[src/rtl/crop_capture_seq.sv]
// Crop capture sequencer: tracks the pixel raster, waits for a stable detector x-start,
// latches the crop window and gates a single capture frame to the frame-buffer writer.
module crop_capture_seq #(
    parameter int unsigned H_ACTIVE      = 640,
    parameter int unsigned V_ACTIVE      = 480,
    parameter int unsigned CROP_W        = 320,
    parameter int unsigned STABLE_FRAMES = 4,
    parameter int unsigned TOL           = 8,
    parameter int unsigned NOHIT         = 540,
    parameter int unsigned MAX_MISS      = 8
) (
    input  logic        iCLK,
    input  logic        iRST,
    input  logic        iSTART,
    input  logic        iABORT,
    input  logic        iDVAL,
    input  logic [15:0] iXSTART,
    output logic        oBUSY,
    output logic        oCAP_EN,
    output logic [15:0] oCROP_X0,
    output logic [15:0] oCROP_X1,
    output logic        oDONE,
    output logic        oERR,
    output logic [2:0]  oSTATE
);

    localparam logic [2:0] StIdle    = 3'd0;
    localparam logic [2:0] StSync    = 3'd1;
    localparam logic [2:0] StMeasure = 3'd2;
    localparam logic [2:0] StArmed   = 3'd3;
    localparam logic [2:0] StCapture = 3'd4;

    localparam logic [15:0] XLast   = 16'(H_ACTIVE - 1);
    localparam logic [15:0] YLast   = 16'(V_ACTIVE - 1);
    localparam logic [15:0] Tol     = 16'(TOL);
    localparam logic [15:0] NoHit   = 16'(NOHIT);
    localparam logic [7:0]  StableN = 8'(STABLE_FRAMES);
    localparam logic [7:0]  MissN   = 8'(MAX_MISS);

    logic [15:0] x_q, y_q;
    logic        fe, fe_d_q, discard_q;
    logic [2:0]  state_q, state_d;
    logic [15:0] ref_q, ref_d;
    logic [7:0]  stable_q, stable_d;
    logic [7:0]  miss_q, miss_d;
    logic [15:0] x0_q, x0_d, x1_q, x1_d;
    logic        cap_en_q, cap_en_d;
    logic        done_q, done_d;
    logic        err_q, err_d;
    logic [15:0] diff;
    logic [16:0] x1_sum;
    logic [15:0] x1_new;
    logic        in_win;

    always_ff @(posedge iCLK or negedge iRST) begin
        if (!iRST) begin
            x_q <= 16'd0;
            y_q <= 16'd0;
        end else if (iDVAL) begin
            if (x_q == XLast) begin
                x_q <= 16'd0;
                y_q <= (y_q == YLast) ? 16'd0 : y_q + 16'd1;
            end else begin
                x_q <= x_q + 16'd1;
            end
        end
    end

    assign fe     = iDVAL && (x_q == XLast) && (y_q == YLast);
    assign diff   = (iXSTART >= ref_q) ? (iXSTART - ref_q) : (ref_q - iXSTART);
    assign x1_sum = {1'b0, ref_q} + 17'(CROP_W - 1);
    assign x1_new = (x1_sum > 17'(H_ACTIVE - 1)) ? XLast : x1_sum[15:0];
    assign in_win = (x_q >= x0_q) && (x_q <= x1_q);

    always_comb begin
        state_d  = state_q;
        ref_d    = ref_q;
        stable_d = stable_q;
        miss_d   = miss_q;
        x0_d     = x0_q;
        x1_d     = x1_q;
        cap_en_d = 1'b0;
        done_d   = 1'b0;
        err_d    = 1'b0;
        case (state_q)
            StIdle: begin
                if (iSTART) begin
                    state_d  = StSync;
                    stable_d = 8'd0;
                    miss_d   = 8'd0;
                end
            end
            StSync: begin
                if (fe) state_d = StMeasure;
            end
            StMeasure: begin
                // The first fe_d after leaving SYNC carries the SYNC frame's result.
                if (fe_d_q && !discard_q) begin
                    if (iXSTART == NoHit) begin
                        stable_d = 8'd0;
                        miss_d   = miss_q + 8'd1;
                        if (miss_d == MissN) begin
                            err_d   = 1'b1;
                            state_d = StIdle;
                        end
                    end else begin
                        if (diff <= Tol) begin
                            stable_d = stable_q + 8'd1;
                        end else begin
                            ref_d    = iXSTART;
                            stable_d = 8'd1;
                        end
                        miss_d = 8'd0;
                        if (stable_d == StableN) begin
                            x0_d    = ref_q;
                            x1_d    = x1_new;
                            state_d = StArmed;
                        end
                    end
                end
            end
            StArmed: begin
                if (iDVAL && (x_q == 16'd0) && (y_q == 16'd0)) begin
                    state_d  = StCapture;
                    cap_en_d = in_win;
                end
            end
            StCapture: begin
                cap_en_d = iDVAL && in_win;
                if (fe) begin
                    done_d  = 1'b1;
                    state_d = StIdle;
                end
            end
            default: state_d = StIdle;
        endcase
        // Abort cancels everything this cycle would have done except the raster.
        if (iABORT) begin
            state_d  = StIdle;
            ref_d    = ref_q;
            stable_d = 8'd0;
            miss_d   = 8'd0;
            x0_d     = x0_q;
            x1_d     = x1_q;
            cap_en_d = 1'b0;
            done_d   = 1'b0;
            err_d    = 1'b0;
        end
    end

    always_ff @(posedge iCLK or negedge iRST) begin
        if (!iRST) begin
            state_q   <= StIdle;
            fe_d_q    <= 1'b0;
            discard_q <= 1'b0;
            ref_q     <= 16'd0;
            stable_q  <= 8'd0;
            miss_q    <= 8'd0;
            x0_q      <= 16'd0;
            x1_q      <= 16'd0;
            cap_en_q  <= 1'b0;
            done_q    <= 1'b0;
            err_q     <= 1'b0;
        end else begin
            state_q   <= state_d;
            fe_d_q    <= fe;
            discard_q <= (state_q == StSync) && fe;
            ref_q     <= ref_d;
            stable_q  <= stable_d;
            miss_q    <= miss_d;
            x0_q      <= x0_d;
            x1_q      <= x1_d;
            cap_en_q  <= cap_en_d;
            done_q    <= done_d;
            err_q     <= err_d;
        end
    end

    assign oBUSY    = (state_q != StIdle);
    assign oCAP_EN  = cap_en_q;
    assign oCROP_X0 = x0_q;
    assign oCROP_X1 = x1_q;
    assign oDONE    = done_q;
    assign oERR     = err_q;
    assign oSTATE   = state_q;

endmodule

[config.mk]
export PLATFORM = sky130hd
export DESIGN_NAME = crop_capture_seq
export DESIGN_NICKNAME = d
export VERILOG_FILES = /design/src/rtl/crop_capture_seq.sv
export SDC_FILE = /design/constraint.sdc
export NUM_CORES = 1
export LEC_CHECK = 0
export ABC_CLOCK_PERIOD_IN_PS = 10600
export BUFFER_PORTS_ARGS = -buffer_cell sky130_fd_sc_hd__buf_2
export CAP_MARGIN = 20
export CORE_ASPECT_RATIO = 1.25
export CORE_UTILIZATION = 66
export DETAILED_ROUTE_END_ITERATION = 8
export GPL_ROUTABILITY_DRIVEN = 1
export HOLD_SLACK_MARGIN = 0.03
export PLACE_DENSITY = 0.87
export SLEW_MARGIN = 20
export SYNTH_ARGS = -nofsm -noshare
export SYNTH_HDL_FRONTEND = slang
export SYNTH_SLANG_ARGS = --single-unit
[constraint.sdc]
create_clock -name iCLK -period 10.6 [get_ports iCLK]
set_clock_uncertainty 0.1 [all_clocks]
set_input_delay 1.06 -clock iCLK [delete_from_list [all_inputs] [get_ports iCLK]]
set_output_delay 1.06 -clock iCLK [all_outputs]
set_load 0.03 [all_outputs]
==> impl_results.md, run 1 <==
* N_diodes at 0
* Post-CTS Resized at 0
* TritonCTS Buffers at 9
* Crit Reg-Reg Endpoint: ref_q[15]
* CTS tree: done
* Leakage at around 4.2 nW
* Post-CTS Setup Inserts at 0
* Antenna viol nets, final at 0
* Register area share after synthesis at 34.1%
* Final hold viol count at 0
* Drt initial violations at 440
* Maximum vdd drop at around 0.00013 V
* Number of I/O port buffers at 59
* Clk network pwr share at 17.2%
* Vias at between 6,000 and 7,000
* Instance area after placement at about 8000 µm²
* Max clock buf depth at 2
* CTS root buf: clkbuf_16
* Hold Buf Count CTS at 0
* Least-Margin Pin Slew at 962 ps
* Ports at 60
* Initial antenna violation count at 0
* CP Capture Type: flop
* Pint at ~0.95 mW
* Worst hold endpoint: y_q[15]
* First-pass GRT wire length at 31,300 µm
* Synth top area cells: dfrtp_1 (34%), ha_1 (12%), mux2i_1 (5.0%)
* Via-to-Cell Ratio at roughly 6.5
* Comb power frac at between 50 and 60%
* Worst R2R Path Depth at 9
* Yosys warns at 0
* Die H at ~120 µm
* Post-synth ARST share at 100%
* HP Class: reg2reg
* Syn Std Cell Area at between 7000 and 8000 µm²
* Largest net degree at the start of global routing at 76
* Syn Nets at about 950
* HP Start: y_q[15]
* Leading cell type in the layout, fill and taps excluded: dfrtp_1
* Final min period at between 5000 and 6000 ps
* Crit path max fanout at 17
* Slew margin rel. at roughly 36%
* Placer Congestion at roughly 1.0
* Post-DR wirelength/cell at ~19 µm
* P_sw at just over 0.8 mW
* Hold WS at between 300 and 400 ps
* Syn Inst Count at between 800 and 900
* Syn Area/Cell at around 9 µm²
* GR Overflow Total at 0
* Setup violators final at 0
* DRT Pass-1 Iters at 7
* Setup ws final at a little over 5000 ps
* Failing checks: design-rule violations
* Final wirelength at about 20,000 µm
* Outcome: finished, violations left
* Post-synth top area share at around 34%
* Startpoint class of the critical path: input port
* Max Cap Viol at 0
* Die area at about 12,000 µm²
* Final Net Count at just under 1,000
* FMAX at between 0.15 and 0.2 GHz
* Pre-CTS WS at around 5000 ps
* Global router's overall resource usage at between 30 and 40%
* Flop pwr share at 29.9%
* Core area at roughly 11,000 µm²
* # H-tree levels at 3
* Worst R2R Start: ref_q[9]
* Clock Latency Late Sink at approximately 350 ps
* CP Class: in2reg
* Largest area contributor in the netlist: dfrtp_1
* Crit path DAT at roughly 5600 ps
* Number of synthesized register bits at 104
* Top FF cell, synth: dfrtp_1
* Slew Viols, Final at 0
* Switch share at a little under half
* RSZ-0062 raised after global routing: no
* Vias in the first global route at about 6,300
* Synth cell types at between 70 and 80
* Power per cell area at ~220 nW/µm²
* DR DRC count at 4
* Final design area excluding fillers at approximately 8200 µm²
* Share of layout cells above drive strength 1 at 11.1%
* Die width at between 90 and 100 µm
* Worst-path clk slew at approximately 70 ps
* Commonest non-fill, non-tap cells in the layout: dfrtp_1 (104), inv_1 (80), nand2_1 (73)
* Starting Density at 68.1%
* Site row count at between 40 and 50
* Crit path required time at around 11,000 ps
* Total clock sinks at approximately 100
* R2r setup slk at 5570 ps
* Hold path cells at 1
* HPWL after DPL at ~15,000 µm
* Filler cells at 856
* Syn-to-layout area delta at 8.04%
* Finished Core Util at approximately three quarters
* Period utilization at between 50% and 60%
* Setup TNS at 0 ps
* Post-synth EDFFs at 0
metal layers:
layer	track usage (%)	part of all wire, %	wire length, µm	vias up
li1	-	-	-	3163
met1	40.7	40	7800	3205
met2	58.6	50	9740	281
met3	2.75	5.9	1160	60
met4	19.8	5.0	984	0
met5	0	0	0	-
registers in the layout, summed over array words and instances (netlist names):
signal,cells
fe_d_q,1
oERR,1
oCROP_X1,16
miss_q,8
oDONE,1
x_q,16
oCAP_EN,1
stable_q,8
discard_q,1
oCROP_X0,16
oSTATE,3
ref_q,16
y_q,16
logic make-up (layout without fill, tap and decap cells):
group	after synthesis	after routing	share of synthesized area [%]
AND/OR/NAND/NOR	291	291	19.9
AO/OA/AOI/OAI	187	187	16.6
XOR/XNOR	46	46	5.28
buffers and inverters	106	156	5.68
adder cells (fa/ha/maj)	71	71	11.6
multiplexers	48	48	6.81
flip-flops	104	104	34.1
synthesized netlist by cell type (7+ instances only):
cell / instances
xnor2_1: 36
a211oi_1: 9
xor2_1: 10
nand2b_1: 9
nor2_1: 47
o31ai_1: 7
a31oi_1: 11
mux2_4: 7
clkbuf_1: 11
nor3_1: 21
nor4_1: 18
dfrtp_1: 104
o21ai_0: 43
nand3_1: 31
ha_1: 71
and2_1: 8
or3_1: 7
nand4_1: 22
nand2_1: 73
a21o_1: 14
a21oi_1: 37
mux2i_1: 38
nor2b_1: 17
buf_2: 10
o21a_1: 7
inv_1: 80
and3_1: 14
worst max-delay path: stages:
cell,delay (ps)
buf_2,90
inv_1,80
ha_1,520
a21oi_1,540
o22ai_1,140
a2111oi_0,650
nand4_1,170
or4_4,550
o31ai_4,490
a211o_1,850
mux2_2,420
worst max-delay path by stage:
stage                     slack (ps)        from  depth (start not counted)   endpoint
after CTS                       5290  iXSTART[9]                         11  ref_q[15]
after floorplan                 6290  iXSTART[3]                         14  ref_q[15]
after global placement          4930  iXSTART[9]                         11  ref_q[15]
after global routing            4900  iXSTART[9]                         11  ref_q[15]
after detailed placement        4940  iXSTART[9]                         11  ref_q[15]
final                           5170  iXSTART[9]                         11  ref_q[15]
final cells by class:
type                       instances  area (µm²)  area share (%)
multi-input combinational        643        4590            55.7
sequential                       104        2600            31.6
timing repair buffer              61         313            3.80
inverter                          80         300            3.64
clock buffer                      10         229            2.78
tap                              135         169            2.05
clock inverter                     5        35.0           0.425
through the flow:
stage,power [mW],instances
CTS,1.75,1038
detailed placement,1.45,1023
finish,1.78,1038
global route,1.88,1038
floorplan,1.22,853
global placement,1.45,1023
power groups by stage:
stage / Clock (mW) / Sequential [mW] / Combinational [mW]
CTS: 0.305 / 0.530 / 0.919
global route: 0.323 / 0.541 / 1.02
global placement: 0 / 0.537 / 0.914
finish: 0.306 / 0.533 / 0.941
detailed placement: 0 / 0.538 / 0.915
floorplan: 0 / 0.511 / 0.706
No activity file was read; power rests on OpenSTA's default activity.
==> run 2, diff against run 1 <==
Settings changed: ABC_AREA from default to 1, ABC_CLOCK_PERIOD_IN_PS 10600 to 5300, CORE_UTILIZATION 66 to 62, PLACE_DENSITY 0.87 to 0.82.
Clock period 10.6 ns to 5.3 ns, I/O delays scaled along.
==> impl_results.md, run 2 <==
* Compound-Gate Fraction of Synth Area at under 10%
* Crit path required time at roughly 5400 ps
* Final wirelength at ~20,000 µm
* Crit path DAT at slightly below 4000 ps
* R2r setup slk at roughly 1600 ps
* Pre-CTS WS at about 1300 ps
* Share of layout cells above drive strength 1 at between 10% and 20%
* Syn Inst Count at 1,157
* Cells along the critical path: ha_1 > nand2_1 > inv_1 > nand2_1 > nand2_1 > nand2_1 > nand3_1 > a21oi_2 > nand3_1 > nor2_1 > nand2_1 > nand2_2 > nand2_4 > nor2_2 > nand2_1 > nor2_4 > nand2_4 > nand2_1 > o21ai_2
* Post-synth ARST share at 100%
* Synth cell types at 46
* DRT Pass-1 Iters at 5
* Register area share after synthesis at about a third
* DR DRC count at 0
* Post-synth top area share at between 30% and 40%
* Commonest non-fill, non-tap cells in the layout: nand2_1 (322), inv_1 (221), dfrtp_1 (104)
* Vias in the first global route at 7,132
* Clock Latency Late Sink at roughly 360 ps
* Worst path slowest cell: dfrtp_1
* Startpoint class of the critical path: flop
* Post-CTS Setup Inserts at 0
* Post-synth EDFFs at 0
* Syn Area/Cell at 6.94 µm²
* Number of I/O port buffers at between 50 and 60
* CP Capture Type: flop
* Outcome: completed
* Final Net Count at about 1,300
* Comb power frac at a little under a quarter
* Setup ws final at approximately 1600 ps
* Critical Path Stages at 19
* Site row count at 46
* Number of synthesized register bits at between 100 and 150
* Period utilization at between 70% and 80%
* Starting Density at 63.4%
* Die H at about 130 µm
* Crit Reg-Reg Endpoint: oCROP_X0[3]
* Core area at ~13,000 µm²
* Pint at between 1 and 1.5 mW
* Total clock sinks at 104
* Slew Viols, Final at 0
* Final min period at between 3000 and 4000 ps
* Least-Margin Pin Slew at between 800 and 900 ps
* Global router's overall resource usage at between 30% and 40%
* Die area at approximately 13,000 µm²
* Die width at just over 100 µm
* CTS root buf: clkbuf_16
* Setup TNS at 0 ps
* Post-synthesis mux area share at 0%
* Syn Nets at roughly 1,200
* Final hold viol count at 0
* Slew margin rel. at roughly 45%
* Yosys warns at 0
* Post-Synth Simple-Gate Area at 30.7%
* Largest family of logic cells by synthesized area: simple AND/OR/NAND/NOR gates
* First-pass GRT wire length at between 30,000 and 40,000 µm
* Antenna viol nets, final at 0
* Initial antenna violation count at 0
* Crit path max fanout at 50
* Worst R2R Start: ref_q[2]
* Drt initial violations at 477
* Ports at 60
* RSZ-0062 raised after global routing: no
* Adder-cell share of the synthesized area at around 11%
* Switch share at between 30% and 40%
* Post-CTS Resized at 0
* Power per cell area at between 200 and 250 nW/µm²
* Max clock buf depth at 2
* Flop pwr share at between 40 and 50%
* HP Class: in2async
* Leading cell type in the layout, fill and taps excluded: nand2_1
* Clk network pwr share at around a third
* Via-to-Cell Ratio at roughly 5.4
* Finished Core Util at 69.2%
* CTS tree: done
* Post-DR wirelength/cell at 14.3 µm
* Synth top area cells: dfrtp_1 (32%), nand2_1 (15%), ha_1 (11%)
* Top delay family on crit path: simple AND/OR/NAND/NOR gates
* Top FF cell, synth: dfrtp_1
* Max Cap Viol at 0
* CP Class: reg2reg
* FMAX at around 0.27 GHz
* Crit-path max cell delay at around 460 ps
* Post-synthesis xor/xnor area fraction at around 4.4%
* Placer Congestion at 0.991
* Largest area contributor in the netlist: dfrtp_1
* Largest net degree at the start of global routing at 57
* Syn Std Cell Area at approximately 8000 µm²
* Maximum vdd drop at approximately 0.00015 V
* Vias at roughly 7,500
* TritonCTS Buffers at 9
* # H-tree levels at 3
* Setup violators final at 0
* Most used cell, CP: nand2_1
* N_diodes at 0
* Worst R2R Path Depth at 19
* GR Overflow Total at 0
* WP buf/inv at 1
* Synth top cells by count: nand2_1 (322), inv_1 (221), dfrtp_1 (104), nor2_1 (76), ha_1 (71)
* Worst-path clk slew at around 70 ps
* Leakage at approximately 4.8 nW
* HPWL after DPL at about 16,000 µm
* Hold Buf Count CTS at 0
* Syn-to-layout area delta at 9.13%
* P_sw at roughly 0.73 mW
* Most common cell in the synthesized netlist: nand2_1
## run 2: logic make-up after synthesis
logic type                 Yosys count
AOI/OAI and AO/OA                  122
xor gates and xnor gates            40
adders and majority gates           71
buffers and inverters              252
DFF                                104
and+or+nand+nor                    568
## run 2: how the worst max path moves through the flow
| stage | slack (ps) | endpoint | startpoint |
|---|---|---|---|
| final | 1580 | oCROP_X0[3] | ref_q[2] |
| after global routing | 1280 | oCROP_X0[2] | ref_q[2] |
| after CTS | 1610 | oCROP_X0[3] | ref_q[2] |
| after detailed placement | 1310 | oCROP_X0[3] | iXSTART[1] |
| after global placement | 1400 | oCROP_X0[2] | iXSTART[1] |
| after floorplan | 2300 | oCROP_X0[0] | iXSTART[2] |
## run 2: through the flow
stage / hold slack [ps] / power (mW) / std cells / area (µm²)
after global placement: 358 / 1.38 / 1372 / 8470
after CTS: 161 / 2.06 / 1388 / 8760
after global routing: 203 / 2.18 / 1388 / 8770
after detailed placement: 360 / 1.40 / 1372 / 8470
final: 129 / 2.06 / 1388 / 8770
after floorplan: 134 / 1.25 / 1157 / 8030
## run 2: cell type report
class	count	area, µm²
multi-input cells	801	4450
fillers	1128	3890
flip-flops and latches	104	2600
inverters	238	893
repair buffers	61	313
clock buffers	9	225
well taps	168	210
clock inverters	7	70.1
## run 2: routing by layer
layer	GRT usage, %	vias up	part of all wire, %
li1	-	3793	-
met1	36.9	3399	42
met2	55.5	228	50
met3	3.07	50	4.9
met4	14.8	0	4.0
met5	0	-	0
## run 2: power groups by stage
stage / Combinational [mW] / Sequential (mW) / Clock, mW
after floorplan: 0.328 / 0.919 / 0
after global placement: 0.458 / 0.925 / 0
after detailed placement: 0.471 / 0.925 / 0
after CTS: 0.476 / 0.910 / 0.674
after global routing: 0.558 / 0.920 / 0.703
final: 0.481 / 0.913 / 0.668
